[src/rtl/int_to_float_pipe.sv]
// int_to_float_pipe
//   Pipelined signed/unsigned integer to IEEE-754 binary32 converter with all five
//   RISC-V rounding modes. Three compute stages plus a registered output stage.
//   Every rank advances together on adv = !out_valid || out_ready. Bubbles are not
//   compacted.
//
// Ports
//   clk, rst_l      clock; asynchronous active-low reset
//   flush           synchronous kill of every in-flight operation (and of the offered input)
//   in_valid/ready  operand handshake; in_ready = adv
//   signed_in, num  operand and its signedness
//   round_mode      000 RNE, 001 RTZ, 010 RDN, 011 RUP, 100 RMM (others behave as RTZ)
//   in_tag          sideband tag, returned unchanged on out_tag
//   out_valid/ready result handshake
//   out             {sign, exp, frac}
//   exceptions      {NV, DZ, OF, UF, NX}
//   out_tag         tag of the presented result

module int_to_float_pipe #(
  parameter int unsigned INT_WIDTH = 32,  // 32 or 64
  parameter int unsigned EXP_WIDTH = 8,
  parameter int unsigned SIG_WIDTH = 24,
  parameter int unsigned TAG_WIDTH = 4
) (
  input  logic                           clk,
  input  logic                           rst_l,
  input  logic                           flush,
  input  logic                           in_valid,
  output logic                           in_ready,
  input  logic                           signed_in,
  input  logic [INT_WIDTH-1:0]           num,
  input  logic [2:0]                     round_mode,
  input  logic [TAG_WIDTH-1:0]           in_tag,
  output logic                           out_valid,
  input  logic                           out_ready,
  output logic [EXP_WIDTH+SIG_WIDTH-1:0] out,
  output logic [4:0]                     exceptions,
  output logic [TAG_WIDTH-1:0]           out_tag
);

  localparam int unsigned IDX_W = $clog2(INT_WIDTH);
  // 24 significand bits + guard + round + sticky
  localparam int unsigned RND_W = SIG_WIDTH + 3;
  localparam int unsigned OUT_W = EXP_WIDTH + SIG_WIDTH;
  localparam logic [IDX_W-1:0] TOP_IDX = IDX_W'(INT_WIDTH - 1);
  localparam logic [EXP_WIDTH-1:0] EXP_BIAS = EXP_WIDTH'((1 << (EXP_WIDTH - 1)) - 1);

  logic adv;

  // Stage 1 state
  logic                 s1_valid_q;
  logic                 s1_sign_q;
  logic [INT_WIDTH-1:0] s1_mag_q;
  logic                 s1_zero_q;
  logic [2:0]           s1_rm_q;
  logic [TAG_WIDTH-1:0] s1_tag_q;

  // Stage 2 state
  logic                 s2_valid_q;
  logic                 s2_sign_q;
  logic                 s2_zero_q;
  logic [2:0]           s2_rm_q;
  logic [TAG_WIDTH-1:0] s2_tag_q;
  logic [IDX_W-1:0]     s2_idx_q;
  logic [RND_W-1:0]     s2_rnd_q;

  // Stage 3 state
  logic                 s3_valid_q;
  logic                 s3_sign_q;
  logic                 s3_zero_q;
  logic [TAG_WIDTH-1:0] s3_tag_q;
  logic [IDX_W-1:0]     s3_idx_q;
  logic [SIG_WIDTH-1:0] s3_sig_q;
  logic                 s3_inc_q;
  logic                 s3_nx_q;

  // Output state
  logic                 out_valid_q;
  logic [OUT_W-1:0]     out_q;
  logic [4:0]           exc_q;
  logic [TAG_WIDTH-1:0] tag_q;

  // Next-state signals
  logic                 s1_sign_d;
  logic [INT_WIDTH-1:0] s1_mag_d;
  logic                 s1_zero_d;
  logic [IDX_W-1:0]     s2_idx_d;
  logic [INT_WIDTH-1:0] s2_norm;
  logic [RND_W-1:0]     s2_rnd_d;
  logic                 rnd_lsb, rnd_g, rnd_r, rnd_s, rnd_any;
  logic                 s3_inc_d;
  logic [SIG_WIDTH:0]   rnd_sum;
  logic [EXP_WIDTH-1:0] res_exp;
  logic [OUT_W-1:0]     out_d;
  logic [4:0]           exc_d;

  assign adv      = !out_valid_q || out_ready;
  assign in_ready = adv;

  // ---------------------------------------------------------------------------
  // Stage 1: sign and magnitude. Negating the most-negative value wraps to
  // 2^(INT_WIDTH-1), which is exactly the magnitude wanted.
  // ---------------------------------------------------------------------------
  always_comb begin
    s1_sign_d = signed_in & num[INT_WIDTH-1];
    s1_mag_d  = s1_sign_d ? -num : num;
    s1_zero_d = (num == '0);
  end

  // ---------------------------------------------------------------------------
  // Stage 2: leading-one detect, normalise, compress to 27 bits.
  // ---------------------------------------------------------------------------
  always_comb begin
    s2_idx_d = '0;
    for (int unsigned i = 0; i < INT_WIDTH; i++) begin
      if (s1_mag_q[i]) s2_idx_d = IDX_W'(i);
    end
  end

  always_comb begin
    s2_norm  = s1_mag_q << (TOP_IDX - s2_idx_d);
    // Everything below the round bit folds into sticky.
    s2_rnd_d = {s2_norm[INT_WIDTH-1 -: RND_W-1], |s2_norm[INT_WIDTH-RND_W:0]};
  end

  // ---------------------------------------------------------------------------
  // Stage 3: rounding decision.
  // ---------------------------------------------------------------------------
  always_comb begin
    rnd_lsb  = s2_rnd_q[3];
    rnd_g    = s2_rnd_q[2];
    rnd_r    = s2_rnd_q[1];
    rnd_s    = s2_rnd_q[0];
    rnd_any  = rnd_g | rnd_r | rnd_s;
    s3_inc_d = 1'b0;
    case (s2_rm_q)
      3'b000:  s3_inc_d = rnd_g & (rnd_r | rnd_s | rnd_lsb);
      3'b001:  s3_inc_d = 1'b0;
      3'b010:  s3_inc_d = s2_sign_q & rnd_any;
      3'b011:  s3_inc_d = !s2_sign_q & rnd_any;
      3'b100:  s3_inc_d = rnd_g;
      default: s3_inc_d = 1'b0;  // reserved encodings truncate
    endcase
  end

  // ---------------------------------------------------------------------------
  // Output stage: apply increment and pack. A carry out of the significand leaves
  // the low 24 sum bits at zero, so the fraction clears on its own.
  // ---------------------------------------------------------------------------
  always_comb begin
    rnd_sum = {1'b0, s3_sig_q} + (SIG_WIDTH + 1)'(s3_inc_q);
    res_exp = EXP_WIDTH'(s3_idx_q) + EXP_BIAS + EXP_WIDTH'(rnd_sum[SIG_WIDTH]);
    out_d   = s3_zero_q ? '0 : {s3_sign_q, res_exp, rnd_sum[SIG_WIDTH-2:0]};
    // Integers never reach 2^128, so only inexact can be raised.
    exc_d   = s3_zero_q ? 5'b00000 : {4'b0000, s3_nx_q};
  end

  // ---------------------------------------------------------------------------
  // Valid chain
  // ---------------------------------------------------------------------------
  always_ff @(posedge clk or negedge rst_l) begin
    if (!rst_l) begin
      s1_valid_q  <= 1'b0;
      s2_valid_q  <= 1'b0;
      s3_valid_q  <= 1'b0;
      out_valid_q <= 1'b0;
    end else if (flush) begin
      s1_valid_q  <= 1'b0;
      s2_valid_q  <= 1'b0;
      s3_valid_q  <= 1'b0;
      out_valid_q <= 1'b0;
    end else if (adv) begin
      s1_valid_q  <= in_valid;
      s2_valid_q  <= s1_valid_q;
      s3_valid_q  <= s2_valid_q;
      out_valid_q <= s3_valid_q;
    end
  end

  // ---------------------------------------------------------------------------
  // Data path registers
  // ---------------------------------------------------------------------------
  always_ff @(posedge clk or negedge rst_l) begin
    if (!rst_l) begin
      s1_sign_q <= 1'b0;
      s1_mag_q  <= '0;
      s1_zero_q <= 1'b0;
      s1_rm_q   <= '0;
      s1_tag_q  <= '0;
      s2_sign_q <= 1'b0;
      s2_zero_q <= 1'b0;
      s2_rm_q   <= '0;
      s2_tag_q  <= '0;
      s2_idx_q  <= '0;
      s2_rnd_q  <= '0;
      s3_sign_q <= 1'b0;
      s3_zero_q <= 1'b0;
      s3_tag_q  <= '0;
      s3_idx_q  <= '0;
      s3_sig_q  <= '0;
      s3_inc_q  <= 1'b0;
      s3_nx_q   <= 1'b0;
      out_q     <= '0;
      exc_q     <= '0;
      tag_q     <= '0;
    end else if (adv) begin
      s1_sign_q <= s1_sign_d;
      s1_mag_q  <= s1_mag_d;
      s1_zero_q <= s1_zero_d;
      s1_rm_q   <= round_mode;
      s1_tag_q  <= in_tag;

      s2_sign_q <= s1_sign_q;
      s2_zero_q <= s1_zero_q;
      s2_rm_q   <= s1_rm_q;
      s2_tag_q  <= s1_tag_q;
      s2_idx_q  <= s2_idx_d;
      s2_rnd_q  <= s2_rnd_d;

      s3_sign_q <= s2_sign_q;
      s3_zero_q <= s2_zero_q;
      s3_tag_q  <= s2_tag_q;
      s3_idx_q  <= s2_idx_q;
      s3_sig_q  <= s2_rnd_q[RND_W-1:3];
      s3_inc_q  <= s3_inc_d;
      s3_nx_q   <= rnd_any;

      // Only a real result replaces the presented one.
      if (s3_valid_q) begin
        out_q <= out_d;
        exc_q <= exc_d;
        tag_q <= s3_tag_q;
      end
    end
  end

  assign out_valid  = out_valid_q;
  assign out        = out_q;
  assign exceptions = exc_q;
  assign out_tag    = tag_q;

endmodule

[config.mk]
export PLATFORM = sky130hd
export DESIGN_NAME = int_to_float_pipe
export DESIGN_NICKNAME = d
export VERILOG_FILES = /design/src/rtl/int_to_float_pipe.sv
export SDC_FILE = /design/constraint.sdc
export NUM_CORES = 1
export LEC_CHECK = 0
export BUFFER_PORTS_ARGS = -buffer_cell sky130_fd_sc_hd__buf_2
export CELL_PAD_IN_SITES_DETAIL_PLACEMENT = 0
export CELL_PAD_IN_SITES_GLOBAL_PLACEMENT = 2
export CORE_MARGIN = 4
export CORE_UTILIZATION = 30
export CTS_BUF_LIST = sky130_fd_sc_hd__clkbuf_8
export DETAILED_ROUTE_END_ITERATION = 10
export PLACE_DENSITY = 0.73
export SYNTH_ARGS = -nofsm -noshare
export SYNTH_HDL_FRONTEND = slang
export SYNTH_SLANG_ARGS = --single-unit
[constraint.sdc]
create_clock -name clk -period 7.75 [get_ports clk]
set_input_delay 1.55 -clock clk [delete_from_list [all_inputs] [get_ports clk]]
set_output_delay 1.55 -clock clk [all_outputs]
set_load 0.01 [all_outputs]
== Word-level counts from Yosys, hierarchy flattened ==
Index checks and enable logic that the tools add are counted.
Widths: inputs -> output; s select.

* Register bits: 164
* Bits of input ports: 45
* Output and inout bits: 43
* Word-level logic and storage cells: 93

* Add/subtract/negate cells: 5
* Eq/ne operators: 3
* Shift operators: 1
* Mux-type cells: 43
* Bitwise operators: 8
* Reduce and logical (&&, ||, !) cells: 8

{| class="wikitable"
|+ Operators with widths
! kind !! number
|-
| $mux 5 || 30
|-
| $mux 32 || 2
|-
| $logic_not 32->1 || 1
|-
| $neg 32->32 || 1
|-
| $shl 32x5->32 || 1
|-
| $add 24x1->25 || 1
|-
| $mux 1 || 10
|-
| $add 5x7->8 const B || 1
|-
| $add 8x1->8 || 1
|-
| $eq 3x2->1 const B || 2
|-
| $reduce_or 6->1 || 1
|-
| $sub 5x5->5 const A || 1
|-
| $and 1x1->1 || 4
|-
| $or 1x1->1 || 4
|-
| $pmux 1 s4 || 1
|-
| $eq 3x3->1 const B || 1
|-
| $logic_not 3->1 || 1
|-
| $logic_not 1->1 || 2
|-
| $reduce_and 2->1 || 1
|-
| $reduce_bool 2->1 || 1
|-
| $logic_or 1x1->1 || 1
|}

== Longest topological paths before layout ==
* Word-level depth: 34
* Gate-level depth with buffers: 13
* Gate-level depth less buffers: 13

== Worst setup path before layout ==
Ideal clock, no wire load.

* Path type: input to output
* From: input port out_ready
* To: output port in_ready
* Arrival: 2.353 ns
* Data required time: 6.200 ns
* Path slack: 3.847 ns
* Cell stages on the path: 4
* Buffers on the path: 2
* Cell sequence: nor2b_1 > clkinv_1 > clkbuf_1 > clkbuf_1

* Cells in the longest elaborated chain, start to end: 1

{| class="wikitable"
|+ Ends and longest elaborated chain
! element !! line !! source
|-
| from (decl) || 35 || <nowiki>input logic out_ready,</nowiki>
|-
| $logic_or 1x1->1 || 97 || <nowiki>assign adv = !out_valid_q || out_ready;</nowiki>
|-
| to (decl) || 29 || <nowiki>output logic in_ready,</nowiki>
|}

Every way passes these cells.

== Worst setup path in the final report ==
* From: register s1_mag_q[29]
* To: register s2_rnd_q[25]

* Cells in the longest elaborated chain, start to end: 5

{| class="wikitable"
|+ Ends and longest elaborated chain
! element !! line !! source
|-
| from (decl) || 53 || <nowiki>logic [INT_WIDTH-1:0] s1_mag_q;</nowiki>
|-
| from (signal assigned) || 208 || <nowiki>s1_mag_q <= s1_mag_d;</nowiki>
|-
| $mux 5 (3 in series) || 116 || <nowiki>if (s1_mag_q[i]) s2_idx_d = IDX_W'(i);</nowiki>
|-
| $sub 5x5->5 || 121 || <nowiki>s2_norm = s1_mag_q << (TOP_IDX - s2_idx_d);</nowiki>
|-
| $shl 32x5->32 (*) || 121 ||
|-
| to (signal assigned) || 218 || <nowiki>s2_rnd_q <= s2_rnd_d;</nowiki>
|-
| to (decl) || 65 || <nowiki>logic [RND_W-1:0] s2_rnd_q;</nowiki>
|}

Mark *: on every way between the ends. The rest lies on a longest branch, timed or not.
A chain may end at the register's enable or synchronous reset.

==> qor.yml <==
logic_synthesis:
  synth.yosys.seq_area_share_pct: 44.1
  synthesis.yosys.warnings: 0
  synthesis.area_um2: 9080
  postSynth.asyncResetShare_pct: 100
  syn_area_per_cell_um2: 8.83
  synth_enable_flop_cells: 0
  number_of_flip_flops_and_latches_in_the_synthesized_netlist: 160
  netlist-cell-type-count: 77
  synth_flop_type: "dfrtp_1"
  syn_inst: 1028
global_routing:
  global_route.peak_usage_layer: "met1"
  grt_max_degree: 94
  gr-usage-met2_pct: 21.5
  global_route.usage.total_pct: 14.5
  grt_pass1_wl_mm: 39.6
  number_of_global_route_vias_before_repair: 7099
  grt_antenna_before_repair: 0
  globalRouteOverflowTotal: 0
  global_route.usage.met3_pct: 2.34
  global_route.usage.met1_pct: 22.0
pwr:
  internal-power_w: 0.00155
  seqPwrFrac_pct: 48.1
  power_frac_comb_pct: 25.6
  totalPowerFinal_w: 0.00239
  power_per_cell_area_nw_per_um2: 238
  swShare_pct: 35.0
  worst_vdd_drop_v: 0.0000913
  power_leakage_nw: 4.42
  p_switching_w: 0.000839
  clkPwrFrac_pct: 26.3
route:
  wl_per_cell_um: 16.0
  totalWireLength_mm: 23.6
  drt_iter0_markers: 413
  post-route-drc-count: 0
  antenna_left: 0
  detailedRoute.firstPassIterationCount: 4
  drt-vias-per-instance: 4.86
  dr_total_vias: 7162
clock_tree:
  cts_post_setup_buffers_inserted: 0
  ctsRootBufferMaster: "clkbuf_8"
  tritoncts_sink_count: 160
  postCtsResizedCells: 0
  tritoncts.num_buffers: 17
  cts_hold_repair.buffers: 0
  clock_tree_from_tritoncts: "done"
  clk_latency_ns: 0.46
  cts_max_level: 4
  cts.reportedPaths.clkPinSlew_ns: 0.10
  cts-root-to-sink-buffers: 2
sta:
  maxSlewHeadroom_pct: 27.7
  clock_skew_ns: 0.0206
  period_needed_ns: 3.77
  max_slew.worst_pin.slew_ns: 1.08
  fin_crit_sh_pct: 48.7
  setup_total_negative_slack_ns: 0
  setup_viol: 0
  timing.final.max_slew_violations: 0
  timing.fmax_mhz: 265
  finalHoldViolCount: 0
  grt_setup_unrepaired: "no"
floorplanning:
  overall_die_height_um: 182
  fp-row-count: 63
  die_ar_um2: 33100
  ios: 88
  initial_utilization_pct: 30.5
  coreArea_um2: 29700
  dieWidth_um: 182
layout:
  final_layout_size_suffix_gt1_share_pct: 13.5
  growth_of_design_area_from_synthesis_to_finish_pct: 10.9
  diodes: 0
  num-nets-final: 1122
critical_path:
  critPathCaptureType: "flip-flop"
  crit_type: "reg -> reg"
  critical_path.startpoint_type: "flip-flop"
  crit_arrival_ns: 4.11
  r2r.worst_path.cells: 7
  r2r_start: "s1_mag_q[29]"
  reg2reg_to: "s2_rnd_q[25]"
  cp_max_fo: 23
  r2r_setup_slack_ns: 3.98
  worst_ep_required_time_ns: 8.09
outcome:
  outcome: "finished clean"
place:
  numPortBuffers: 83
  dp.final_hpwl_mm: 16.8
  gp_routability_congestion: 0.800
hold_path:
  hold_path_depth: 2
  worstHoldEndpoint: "s3_tag_q[1]"
  hold_path.class: "reg -> reg"
  min-delay-start: "s3_tag_q[1]"
job:
  drv_cap: 0
[stage by stage]
step / worst slack [ns] / hold slack (ns) / instance area (µm²) / std cells / utilization, %
6_report: 3.98 / 0.468 / 10100 / 1475 / 33.9
5_1_grt: 3.71 / 0.494 / 10100 / 1475 / 33.9
4_1_cts: 3.96 / 0.473 / 10100 / 1475 / 33.9
3_5_place_dp: 3.62 / 0.455 / 9670 / 1443 / 32.6
3_3_place_gp: 3.64 / 0.449 / 9670 / 1443 / 32.6
2_1_floorplan: 3.85 / 0.435 / 9090 / 1031 / -
[how the worst max path moves through the flow]
stage,depth (start not counted),to,slack [ns],start
after floorplan,4,in_ready,3.85,out_ready
after global placement,9,s1_mag_q[25],3.64,num[1]
after detailed placement,9,s1_mag_q[25],3.62,num[1]
after CTS,8,s2_rnd_q[23],3.96,s1_mag_q[20]
after global routing,8,s2_rnd_q[23],3.71,s1_mag_q[29]
final,7,s2_rnd_q[25],3.98,s1_mag_q[29]
[registers in the layout, summed over array words and instances, names as in the netlist, 5 cells and up]
| signal | cells |
|---|---|
| s3_idx_q | 5 |
| s2_rnd_q | 27 |
| s3_sig_q | 24 |
| out | 32 |
| s1_mag_q | 32 |
| s2_idx_q | 5 |
[per-layer routing]
metal | vias to the layer above | wire length [µm]
li1 | 3652 | -
met1 | 3368 | 12200
met2 | 125 | 10200
met3 | 17 | 827
met4 | 0 | 351
met5 | - | 0
[placed cells by master (no fill, tap or decap), drive strengths merged, types with 3 or more instances in the layout]
| cell type | count |
|---|---|
| xnor2 | 29 |
| a21oi | 34 |
| inv | 22 |
| o221ai | 4 |
| clkinv | 3 |
| o22ai | 6 |
| or3 | 8 |
| mux4 | 3 |
| nand2b | 7 |
| nor2 | 77 |
| buf | 91 |
| o311ai | 3 |
| or4 | 6 |
| a211oi | 10 |
| o21ai | 92 |
| nand4 | 4 |
| o211ai | 6 |
| ha | 5 |
| nor2b | 4 |
| conb | 4 |
| xor2 | 25 |
| a221oi | 4 |
| a22oi | 6 |
| dfrtp | 160 |
| nand2 | 264 |
| o31ai | 11 |
| a221o | 4 |
| nor4 | 12 |
| a31oi | 4 |
| nand3 | 21 |
| mux2i | 69 |
| and4 | 3 |
| o41ai | 3 |
| and3 | 5 |
| nor3 | 8 |
| o22a | 3 |
| clkbuf | 17 |
| and2 | 8 |
| a22o | 4 |
| mux2 | 8 |
[critical path, stage by stage, from the launching register on]
cell and delay [ns]:
dfrtp_1 0.51, or3_1 0.41, nor4_1 0.55, a221o_1 0.97, mux4_1 0.45, mux2i_1 0.30
a211oi_1 0.16, a221o_1 0.30
[synthesized netlist by cell type (6+ instances only)]
| cell | instances | area share [%] |
|---|---|---|
| o211ai_1 | 6 | 0.50 |
| and2_1 | 7 | 0.48 |
| a211oi_1 | 9 | 0.74 |
| a21oi_1 | 34 | 1.9 |
| buf_4 | 9 | 0.74 |
| nor2_1 | 77 | 3.2 |
| or3_1 | 8 | 0.55 |
| clkbuf_1 | 37 | 1.5 |
| nor4_1 | 11 | 0.76 |
| buf_6 | 11 | 1.4 |
| o22ai_1 | 6 | 0.41 |
| nor3_1 | 7 | 0.39 |
| nand2b_1 | 7 | 0.48 |
| nand2_1 | 264 | 11 |
| or4_1 | 6 | 0.50 |
| o21ai_0 | 78 | 4.3 |
| mux2_2 | 7 | 0.87 |
| dfrtp_1 | 160 | 44 |
| inv_1 | 13 | 0.54 |
| xnor2_1 | 29 | 2.8 |
| nand3_1 | 21 | 1.2 |
| o31ai_1 | 11 | 0.91 |
| xor2_1 | 25 | 2.4 |
| mux2i_1 | 68 | 7.5 |
| o21ai_1 | 13 | 0.72 |
[logic make-up (layout without fill, tap and decap cells)]
| kind of cell | Yosys count | after routing | share of synthesized area, % |
|---|---|---|---|
| DFF | 160 | 160 | 44.1 |
| adders and majority gates | 5 | 5 | 0.689 |
| AOI/OAI and AO/OA | 211 | 211 | 14.8 |
| xor gates and xnor gates | 54 | 54 | 5.21 |
| and+or+nand+nor | 434 | 434 | 20.7 |
| buffers and inverters | 83 | 137 | 5.11 |
| muxes | 80 | 80 | 9.43 |
| other | 1 | 4 | 0.0413 |
[power groups by stage]
stage                     clock network [W]  logic (W)  registers, W
final                              0.000630   0.000612       0.00115
after global placement                    0   0.000616       0.00117
after global routing               0.000693   0.000692       0.00118
after floorplan                           0   0.000415       0.00114
after CTS                          0.000657   0.000623       0.00116
after detailed placement                  0   0.000621       0.00117
[cell type report]
| type | instances | area (µm²) |
|---|---|---|
| fillers | 3164 | 19700 |
| multi-input cells | 788 | 4650 |
| flip-flops and latches | 160 | 4000 |
| well taps | 390 | 488 |
| repair buffers | 91 | 482 |
| clock buffers | 17 | 234 |
| clock inverters | 15 | 159 |
| inverters | 14 | 52.6 |
Note: power is estimated with default switching activity, not from simulation.
